`src/rtl/mem_write_buffer.sv`:
```
// In-order store buffer: queues CPU stores and drains them to memory over a
// write/ack handshake, forwarding buffered data to younger loads.
module mem_write_buffer #(
   parameter int unsigned DATA_W = 16,
   parameter int unsigned ADDR_W = 16,
   parameter int unsigned DEPTH  = 4
) (
   input  logic              clk,
   input  logic              rst_n,
   input  logic              st_valid,
   output logic              st_ready,
   input  logic [ADDR_W-1:0] st_addr,
   input  logic [DATA_W-1:0] st_data,
   output logic              mem_wr_en,
   output logic [ADDR_W-1:0] mem_addr,
   output logic [DATA_W-1:0] mem_wdata,
   input  logic              mem_ack,
   input  logic [ADDR_W-1:0] ld_addr,
   output logic              ld_hit,
   output logic [DATA_W-1:0] ld_data,
   output logic              empty,
   output logic              full
);

   localparam int unsigned PW = $clog2(DEPTH);
   localparam int unsigned CW = PW + 1;

   typedef enum logic {StIdle, StWrite} state_e;

   state_e            state_q, state_d;
   logic [PW-1:0]     wr_ptr_q, rd_ptr_q;
   logic [CW-1:0]     count_q;
   logic              wr_en_q, wr_en_d;
   logic [ADDR_W-1:0] addr_q, addr_d;
   logic [DATA_W-1:0] wdata_q, wdata_d;

   logic [ADDR_W-1:0] addr_mem [DEPTH];
   logic [DATA_W-1:0] data_mem [DEPTH];

   logic push, pop;

   assign full      = (count_q == CW'(DEPTH));
   assign st_ready  = ~full;
   assign empty     = (count_q == '0) && (state_q == StIdle);
   assign push      = st_valid && st_ready;
   // The head entry leaves the FIFO only once memory acknowledges it.
   assign pop       = (state_q == StWrite) && mem_ack;
   assign mem_wr_en = wr_en_q;
   assign mem_addr  = addr_q;
   assign mem_wdata = wdata_q;

   always_ff @(posedge clk) begin
      if (push) begin
         addr_mem[wr_ptr_q] <= st_addr;
         data_mem[wr_ptr_q] <= st_data;
      end
   end

   always_ff @(posedge clk or negedge rst_n) begin
      if (!rst_n) begin
         wr_ptr_q <= '0;
         rd_ptr_q <= '0;
         count_q  <= '0;
      end else begin
         if (push) wr_ptr_q <= wr_ptr_q + PW'(1);
         if (pop)  rd_ptr_q <= rd_ptr_q + PW'(1);
         unique case ({push, pop})
            2'b10:   count_q <= count_q + CW'(1);
            2'b01:   count_q <= count_q - CW'(1);
            default: count_q <= count_q;
         endcase
      end
   end

   always_comb begin
      state_d = state_q;
      wr_en_d = wr_en_q;
      addr_d  = addr_q;
      wdata_d = wdata_q;
      unique case (state_q)
         StIdle: begin
            if (count_q != '0) begin
               addr_d  = addr_mem[rd_ptr_q];
               wdata_d = data_mem[rd_ptr_q];
               wr_en_d = 1'b1;
               state_d = StWrite;
            end
         end
         StWrite: begin
            if (mem_ack) begin
               wr_en_d = 1'b0;
               state_d = StIdle;
            end
         end
      endcase
   end

   always_ff @(posedge clk or negedge rst_n) begin
      if (!rst_n) begin
         state_q <= StIdle;
         wr_en_q <= 1'b0;
         addr_q  <= '0;
         wdata_q <= '0;
      end else begin
         state_q <= state_d;
         wr_en_q <= wr_en_d;
         addr_q  <= addr_d;
         wdata_q <= wdata_d;
      end
   end

   // Scan oldest to youngest so the youngest match overrides earlier ones.
   always_comb begin
      logic [PW-1:0] idx;
      idx     = '0;
      ld_hit  = 1'b0;
      ld_data = '0;
      for (int unsigned i = 0; i < DEPTH; i++) begin
         idx = rd_ptr_q + PW'(i);
         if ((CW'(i) < count_q) && (addr_mem[idx] == ld_addr)) begin
            ld_hit  = 1'b1;
            ld_data = data_mem[idx];
         end
      end
   end

endmodule

```
`config.mk`:
```
export PLATFORM = sky130hd
export DESIGN_NAME = mem_write_buffer
export DESIGN_NICKNAME = d
export VERILOG_FILES = /design/src/rtl/mem_write_buffer.sv
export SDC_FILE = /design/constraint.sdc
export NUM_CORES = 1
export LEC_CHECK = 0
export CAP_MARGIN = 10
export CORE_MARGIN = 1.5
export CORE_UTILIZATION = 58
export CTS_BUF_LIST = sky130_fd_sc_hd__clkbuf_16
export CTS_CLUSTER_SIZE = 16
export DETAILED_ROUTE_END_ITERATION = 8
export PLACE_DENSITY = 0.79
export SYNTH_ARGS = -nofsm -noshare
export SYNTH_HDL_FRONTEND = slang
export SYNTH_SLANG_ARGS = --single-unit
export TNS_END_PERCENT = 1
```
`constraint.sdc`:
```
create_clock -name clk -period 4.5 [get_ports clk]
set_clock_uncertainty 0.2 [all_clocks]
set_input_delay 1.125 -clock clk [delete_from_list [all_inputs] [get_ports clk]]
set_output_delay 1.125 -clock clk [all_outputs]
set_load 0.02 [all_outputs]
```
Yosys cells after proc, flatten, opt, wreduce, memory -nomap -nowiden:

Memories as Yosys holds them, arrays and structs flattened.
Index checks and enable logic that the tools add are counted.

* bits in registers: 41
* bits in latches: 0
* memory bits (writable): 128
* ROM bits: 0
* input port bits: 52
* output and inout bits: 53
* word-level logic and storage cells: 59
* memories: 2

Memory list
* addr_mem: words 4, width 16, rd ports 4, clocked after memory_dff 0, wr ports 1, line 37 `logic [ADDR_W-1:0] addr_mem [DEPTH];`
* data_mem: words 4, width 16, rd ports 4, clocked after memory_dff 0, wr ports 1, line 38 `logic [DATA_W-1:0] data_mem [DEPTH];`

* add/sub/neg operators: 6
* multiply operators: 0
* divide/modulo/power cells: 0
* $lt $le $gt $ge: 4
* equal/unequal tests: 9
* shift-type cells: 0
* mux-type cells: 17
* bitwise gates (word level): 2
* reduce and logical (&&, ||, !) cells: 12

Operators by type and width (number)
* == test 16 bit: 4
* two-way mux 16 bit: 4
* two-way mux 1 bit: 10
* logical AND 1 bit: 7
* less-than comparator 1 x 3 -> 1 bit (first input constant): 2
* less-than comparator 2 x 3 -> 1 bit (first input constant): 2
* one-hot mux 3 bit (2 select lines): 1
* adder 2 x 1 -> 2 bit (second input constant): 2
* adder 2 bit (second input constant): 2
* one-hot mux 1 bit (2 select lines): 2
* AND reduction 2 bit: 2
* adder 3 x 1 -> 3 bit (second input constant): 1
* == test 3 bit (second input constant): 1
* zero test 3 bit: 1
* nonzero test 3 bit: 1
* subtractor 3 x 1 -> 3 bit (second input constant): 1
* == test 2 x 1 -> 1 bit (second input constant): 1
* == test 2 bit (second input constant): 1
* inequality test 2 x 1 -> 1 bit (second input constant): 1
* inequality test 2 bit (second input constant): 1
* NOT 1 bit: 2
* nonzero test 2 bit: 1

Longest topological paths before layout:

Gate-level depths: netlist (run 1).
An unclocked memory read counts as a cell.

* word-level depth: 7
* mapped depth: 13
* mapped depth without buffers: 9

Least setup slack after synthesis (run 1):

OpenSTA, ideal clock, no wires.

* path type: input to output
* from: in ld_addr[3]
* to: out ld_data[0]
* data arrival time: 3302 ps
* data required time: 3175 ps
* slack: -127 ps
* stages on the path: 9
* buffers on the path: 3
* cell sequence: clkbuf_1 o221ai_1 or4_1 a2111oi_2 and2_1 buf_4 buf_6 o211ai_1 a32oi_1

* longest elaborated chain between the ends: 6
* elaborated cells between the ends (all ways): 12
* those cells by class: eq/ne (4); mux (4); reduce/logical (4)

Ends and longest elaborated chain
* start: declaration: line 18 `input logic [ADDR_W-1:0] ld_addr,`
* == test 16 bit: line 120 `if ((CW'(i) < count_q) && (addr_mem[idx] == ld_addr)) begin`
* logical AND 1 bit: line 120
* two-way mux 16 bit (3 in a row): line 120
* two-way mux 16 bit *: line 120
* end: declaration: line 20 `output logic [DATA_W-1:0] ld_data,`

Every way passes the cells marked *; elsewhere a longest branch is shown, timed or not.

Worst setup path in the final report (run 1):

* from: in ld_addr[13]
* to: out ld_data[6]

Same word-level chain as after synthesis.

==> results of run 1 <==
[cell families (layout without fill, tap and decap cells)]
| kind of cell | after synthesis | in the layout |
|---|---|---|
| fa+ha+maj | 9 | 9 |
| compound gates | 163 | 163 |
| xor+xnor | 58 | 58 |
| simple gates | 165 | 165 |
| buf+inv | 88 | 324 |
| flops | 169 | 169 |
| mux | 171 | 171 |
[flip-flops by register name (all words and copies together) (netlist names), 2 cells and up]
name       count
rd_ptr_q       2
mem_wdata     16
count_q        3
mem_addr      16
wr_ptr_q       2
data_mem      64
addr_mem      64
[power breakdown]
group / internal, mW / switching, mW / total (mW)
Clock: 0.998 / 0.672 / 1.67
Sequential: 2.14 / 0.256 / 2.40
Combinational: 2.44 / 2.62 / 5.06
[synth_stat cells, drive strengths merged, types with 3 or more instances]
cell type | number | area [um^2]
nand2 | 65 | 244.0
a31oi | 5 | 31.28
and3 | 5 | 31.28
a21oi | 21 | 105.1
o31a | 3 | 26.28
nand3b | 7 | 52.55
inv | 14 | 52.55
buf | 51 | 361.6
clkbuf | 22 | 82.58
a2111oi | 10 | 93.84
and2 | 4 | 25.02
xor2 | 7 | 61.31
edfxtp | 128 | 3844
a32oi | 12 | 105.1
nor4 | 4 | 46.29
a211oi | 7 | 57.55
o2111ai | 3 | 26.28
mux4 | 51 | 1167
a22oi | 5 | 37.54
mux2 | 50 | 563.0
or4 | 4 | 30.03
nor2b | 4 | 32.53
dfrtp | 41 | 1026
nor2 | 33 | 138.9
xnor2 | 51 | 446.7
a211o | 7 | 61.31
a31o | 10 | 87.58
nand3 | 19 | 95.09
o211ai | 11 | 82.58
ha | 9 | 112.6
o31ai | 14 | 105.1
o21ai | 31 | 155.2
nand4 | 6 | 37.54
a2bb2oi | 5 | 43.79
o22ai | 4 | 25.02
mux2i | 70 | 700.7
nor3 | 5 | 25.02
[final timing paths]
kind | slack [ns] | cells past startpoint | endpoint | startpoint
min in group asynchronous | 0.49 | 1 | mem_wdata[12] | rst_n
hold / removal | 0.28 | 2 | mem_wdata[12] | mem_wdata[12]
setup reg to reg | 1.53 | 6 | mem_wdata[15] | rd_ptr_q[1]
setup / recovery | -0.55 | 12 | ld_data[6] | ld_addr[13]
hold reg to reg | 0.28 | 2 | mem_wdata[12] | mem_wdata[12]
max in group asynchronous | 2.82 | 2 | rd_ptr_q[0] | rst_n
[tightest hold or removal path, cell delays in order, from the launching register on]
cell and delay (ns):
dfrtp_1 0.35, nand2_1 0.05, o21ai_0 0.06
[final cells by class]
cell class	instances	area (um^2)
Clock inverter	15	237.7
Clock buffer	17	425.4
Timing Repair Buffer	277	2459
Tap cell	225	281.5
Inverter	15	56.30
Sequential cell	169	4877
Multi-Input combinational cell	566	5333
Fill cell	1074	3747
[repair_timing]
item,in CTS,in global routing
setup buffers,0,0
setup endpoints to repair,17,17
gates cloned,0,0
pin swaps,6,6
resized for setup,113,23
[stage by stage]
stage / area [um^2] / power [mW] / TNS, ns / std cells
3_5_place_dp: 12850 / 7.271 / -18.17 / 1252
6_report: 13670 / 9.128 / -8.390 / 1284
3_3_place_gp: 12850 / 7.089 / -18.19 / 1252
5_1_grt: 13670 / 9.519 / -9.770 / 1284
2_1_floorplan: 10520 / 5.505 / -0.3771 / 823
4_1_cts: 13590 / 9.052 / -8.425 / 1284
[per-layer routing]
layer	vias up	wire length [um]	GRT usage
li1	3668	-	-
met1	4179	12800	0.4654
met2	535	14990	0.5567
met3	87	2708	0.06222
met4	0	845	0.1304
met5	-	0	0
==> flow_metrics.env, run 1 <==
export IMPL_p_leak_nw=5.193
export IMPL_final_hold_violation_count=0
export IMPL_synth_fa_ha_area_frac=0.01080
export IMPL_yosys_mux_area_fraction=0.2331
export IMPL_port_buffers=104
export IMPL_cts_root_buf="clkbuf_16"
export IMPL_cap_viol_max_count=0
export IMPL_cts_max_level=4
export IMPL_die_w_um=137.1
export IMPL_violations="negative setup slack"
export IMPL_critPathBufInv=6
export IMPL_rows=48
export IMPL_crit_family="buffers and inverters"
export IMPL_peakVddDrop_mv=0.6720
export IMPL_synth_area_um2=10430
export IMPL_synth_async_sr_flop_share=0.2426
export IMPL_hpwl_mm=21.48
export IMPL_synth_edf_count=128
export IMPL_wl_mm=31.35
export IMPL_cp_start_kind="input port"
export IMPL_clock_fmax_ghz=0.1979
export IMPL_postSynthCellCount=823
export IMPL_ys_types=65
export IMPL_cp_slowest_stage_delay_ns=0.53
export IMPL_ios=105
export IMPL_clock_path_buffers=2
export IMPL_drtAntennaViolNets=0
export IMPL_synth_top_family_by_area="multiplexers"
export IMPL_synth_seq_cells=169
export IMPL_path_class="in2out"
export IMPL_route_detailed_drc=0
export IMPL_cts_hold_buffers=0
export IMPL_grt_use_total=0.3439
export IMPL_holdWs_ns=0.2839
export IMPL_critPathArrivalTime_ns=3.73
export IMPL_cts_made_buffers=17
export IMPL_rsz0062_at_grt="true"
export IMPL_place_congestion=0.9289
export IMPL_period_needed_ns=5.054
export IMPL_max_slew_worst_pin_slew_ns=1.172
export IMPL_critPathMaxFanout=12
export IMPL_final_cell_mix="169 x buf_4, 128 x edfxtp_1, 81 x clkdlybuf4s50_1"
export IMPL_fin_ws_ns=-0.5542
export IMPL_layout_commonest_cell="buf_4"
export IMPL_die_height_um=137.1
export IMPL_start_util=0.5988
export IMPL_relSlewSlack=0.2189
export IMPL_vias=8469
export IMPL_dp_slack_ns=-1.112
export IMPL_post_route_util=0.7848
export IMPL_clk_latency_ns=0.44
export IMPL_drive_gt1_frac=0.3569
export IMPL_avgSynthCellArea_um2=12.67
export IMPL_syn_to_final_growth_pct=31.07
export IMPL_diodes=0
export IMPL_dieArea_um2=18790
export IMPL_clock_sinks=169
export IMPL_synth_xor_area_frac=0.04871
export IMPL_cp_cell_sequence="clkdlybuf4s50_1, buf_6, buf_4, xnor2_1, nand4_1, or4_4, buf_8, nor2_4, nor2_1, buf_12, a32oi_4, buf_6"
export IMPL_grt_overflow_total=0
export IMPL_critPathMostFrequentCell="buf_6"
export IMPL_critical_path_slowest_cell="or4_4"
export IMPL_drt_iter0_markers=843
export IMPL_yosys_area_share_simple=0.07894
export IMPL_p_per_area_nw_per_um2=667.8
export IMPL_synth_fp_nets=884
export IMPL_first_global_vias=8598
export IMPL_synth_compound_area_frac=0.1135
export IMPL_yosysSeqAreaShare=0.4669
export IMPL_setup_viol=17
export IMPL_dr_pass1_iters=6
export IMPL_synthFlopType="edfxtp_1"
export IMPL_finalCritPeriodShare=1.123
export IMPL_outcome="finished, violations left"
export IMPL_wl_per_cell_um=24.41
export IMPL_core_area_um2=17420
export IMPL_routed_via_density=6.596
export IMPL_antenna_found_initial=0
export IMPL_yosysWarnings=0
export IMPL_grt_max_degree=67
export IMPL_tritoncts="built"
export IMPL_worstSetupEndpointType="primary output"
export IMPL_worstPathRequired_ns=3.17
export IMPL_grt_pass1_wl_mm=47.50
export IMPL_min_path_type="reg2reg"
export IMPL_path_clk_slew_ns=0.07
export IMPL_fin_nets=1107
export IMPL_slew_violations=0
No activity file was read; power rests on OpenSTA's default activity.
==> run 2, diff against run 1 <==
- CORE_UTILIZATION: 58 -> 50
- CTS_CLUSTER_DIAMETER: default -> 60
- PLACE_DENSITY: 0.79 -> 0.69
==> flow_metrics.env, run 2 (synthesized netlist as in run 1, its figures left out) <==
export IMPL_cp_cell_sequence="buf_12, buf_6, mux4_1, xnor2_1, nand4_1, buf_4, or4_4, a2111oi_2, a211o_1, a32oi_4, buf_6"
export IMPL_rsz0062_at_grt="true"
export IMPL_die_height_um=147.4
export IMPL_violations="negative setup slack"
export IMPL_reg_top3="addr_mem (64), data_mem (64)"
export IMPL_place_congestion=0.9638
export IMPL_final_cell_mix="187 x buf_4, 128 x edfxtp_1, 76 x clkdlybuf4s50_1"
export IMPL_setup_viol=17
export IMPL_min_path_type="reg2reg"
export IMPL_cp_slowest_stage_delay_ns=0.59
export IMPL_route_detailed_drc=0
export IMPL_path_clk_slew_ns=0.07
export IMPL_cts_root_buf="clkbuf_16"
export IMPL_core_area_um2=20360
export IMPL_grt_max_degree=66
export IMPL_wl_per_cell_um=23.00
export IMPL_worstSetupEndpointType="primary output"
export IMPL_p_leak_nw=5.448
export IMPL_cap_viol_max_count=0
export IMPL_post_route_util=0.6983
export IMPL_first_global_vias=8457
export IMPL_setup_tns_ns=-7.564
export IMPL_critical_path_slowest_cell="mux4_1"
export IMPL_drtAntennaViolNets=0
export IMPL_die_w_um=147.4
export IMPL_vias=8369
export IMPL_tritoncts="built"
export IMPL_cts_max_level=4
export IMPL_drt_iter0_markers=783
export IMPL_outcome="finished, violations left"
export IMPL_clock_fmax_ghz=0.1984
export IMPL_clock_path_buffers=2
export IMPL_grt_use_total=0.2867
export IMPL_relSlewSlack=0.2699
export IMPL_start_util=0.5121
export IMPL_cts_made_buffers=17
export IMPL_total_power_mw=9.289
export IMPL_antenna_found_initial=0
export IMPL_cp_start_kind="flip-flop"
export IMPL_ios=105
export IMPL_hpwl_mm=20.63
export IMPL_diodes=0
export IMPL_holdWs_ns=0.2852
export IMPL_dpl_cell_area_um2=12900
export IMPL_grt_pass1_wl_mm=47.44
export IMPL_grt_overflow_total=0
export IMPL_fin_ws_ns=-0.5402
export IMPL_drive_gt1_frac=0.3980
export IMPL_critPathArrivalTime_ns=3.72
export IMPL_critPathMostFrequentCell="buf_6"
export IMPL_dr_pass1_iters=5
export IMPL_max_slew_worst_pin_slew_ns=1.095
export IMPL_stdcell_count=1363
export IMPL_dp_slack_ns=-1.228
export IMPL_rows=52
export IMPL_clock_sinks=169
export IMPL_critPathMaxFanout=9
export IMPL_placed_cells=1300
export IMPL_slew_violations=0
export IMPL_clk_latency_ns=0.43
export IMPL_period_needed_ns=5.040
export IMPL_worstPathRequired_ns=3.17
export IMPL_dieArea_um2=21730
export IMPL_wl_mm=31.35
export IMPL_finalCritPeriodShare=1.120
export IMPL_path_class="reg2out"
export IMPL_p_per_area_nw_per_um2=653.3
export IMPL_fin_nets=1141
export IMPL_final_hold_violation_count=0
export IMPL_peakVddDrop_mv=0.3577
export IMPL_syn_to_final_growth_pct=36.35
export IMPL_final_area_um2=14220
export IMPL_layout_commonest_cell="buf_4"
export IMPL_routed_via_density=6.140
export IMPL_port_buffers=104
-- run 2: cell count changes in the layout (fill, tap and decap cells not counted), moves of 4 or more --
cell | before | now
buf_4 | 169 | 187
buf_6 | 5 | 19
xnor2_1 | 47 | 40
xnor2_2 | 4 | 11
clkdlybuf4s50_1 | 81 | 76
nand3_1 | 18 | 14
-- run 2: worst max-delay path, delay by kind of cell, from the launching register on --
family,cells,cell delay (ns)
compound gates,3,0.68
xor+xnor,1,0.20
buf+inv,4,0.61
flops,1,0.47
mux,1,0.59
simple gates,2,0.71
-- run 2: layout make-up --
cell class | count | area [um^2]
Fill cell | 1446 | 6145
Inverter | 15 | 56.30
Multi-Input combinational cell | 567 | 5535
Sequential cell | 169 | 4877
Clock inverter | 15 | 153.9
Timing Repair Buffer | 310 | 2834
Tap cell | 270 | 337.8
Clock buffer | 17 | 425.4
-- run 2: timing repair --
item / 4_1_cts / 5_1_grt
buffers inserted: 15 / 14
gates resized for setup: 132 / 60
pin swaps: 24 / 20
endpoints found under the setup margin: 17 / 17
gates cloned: 3 / 1
hold buffers: 0 / 0
-- run 2: path summary, 6_finish.rpt --
check | start | to | slack, ns | cells after the start
hold reg to reg | mem_wdata[1] | mem_wdata[1] | 0.29 | 2
min in group asynchronous | rst_n | mem_addr[0] | 0.54 | 1
setup reg to reg | rd_ptr_q[1] | mem_wdata[14] | 1.85 | 7
max in group asynchronous | rst_n | mem_wdata[9] | 2.81 | 2
hold / removal | mem_wdata[1] | mem_wdata[1] | 0.29 | 2
setup / recovery | rd_ptr_q[0] | ld_data[10] | -0.54 | 11
-- run 2: report_power, final --
group | total [mW] | internal, mW | leakage [nW] | switching, mW
logic | 5.46 | 2.74 | 3.50 | 2.72
registers | 2.37 | 2.14 | 1.66 | 0.232
clock network | 1.46 | 0.821 | 0.286 | 0.641
-- run 2: layer usage --
layer,vias up,GRT usage,wire [um]
met5,-,0,0
met4,0,0.09950,1015
met3,83,0.04105,2457
met2,402,0.4678,15050
met1,4153,0.3951,12820
li1,3731,-,-
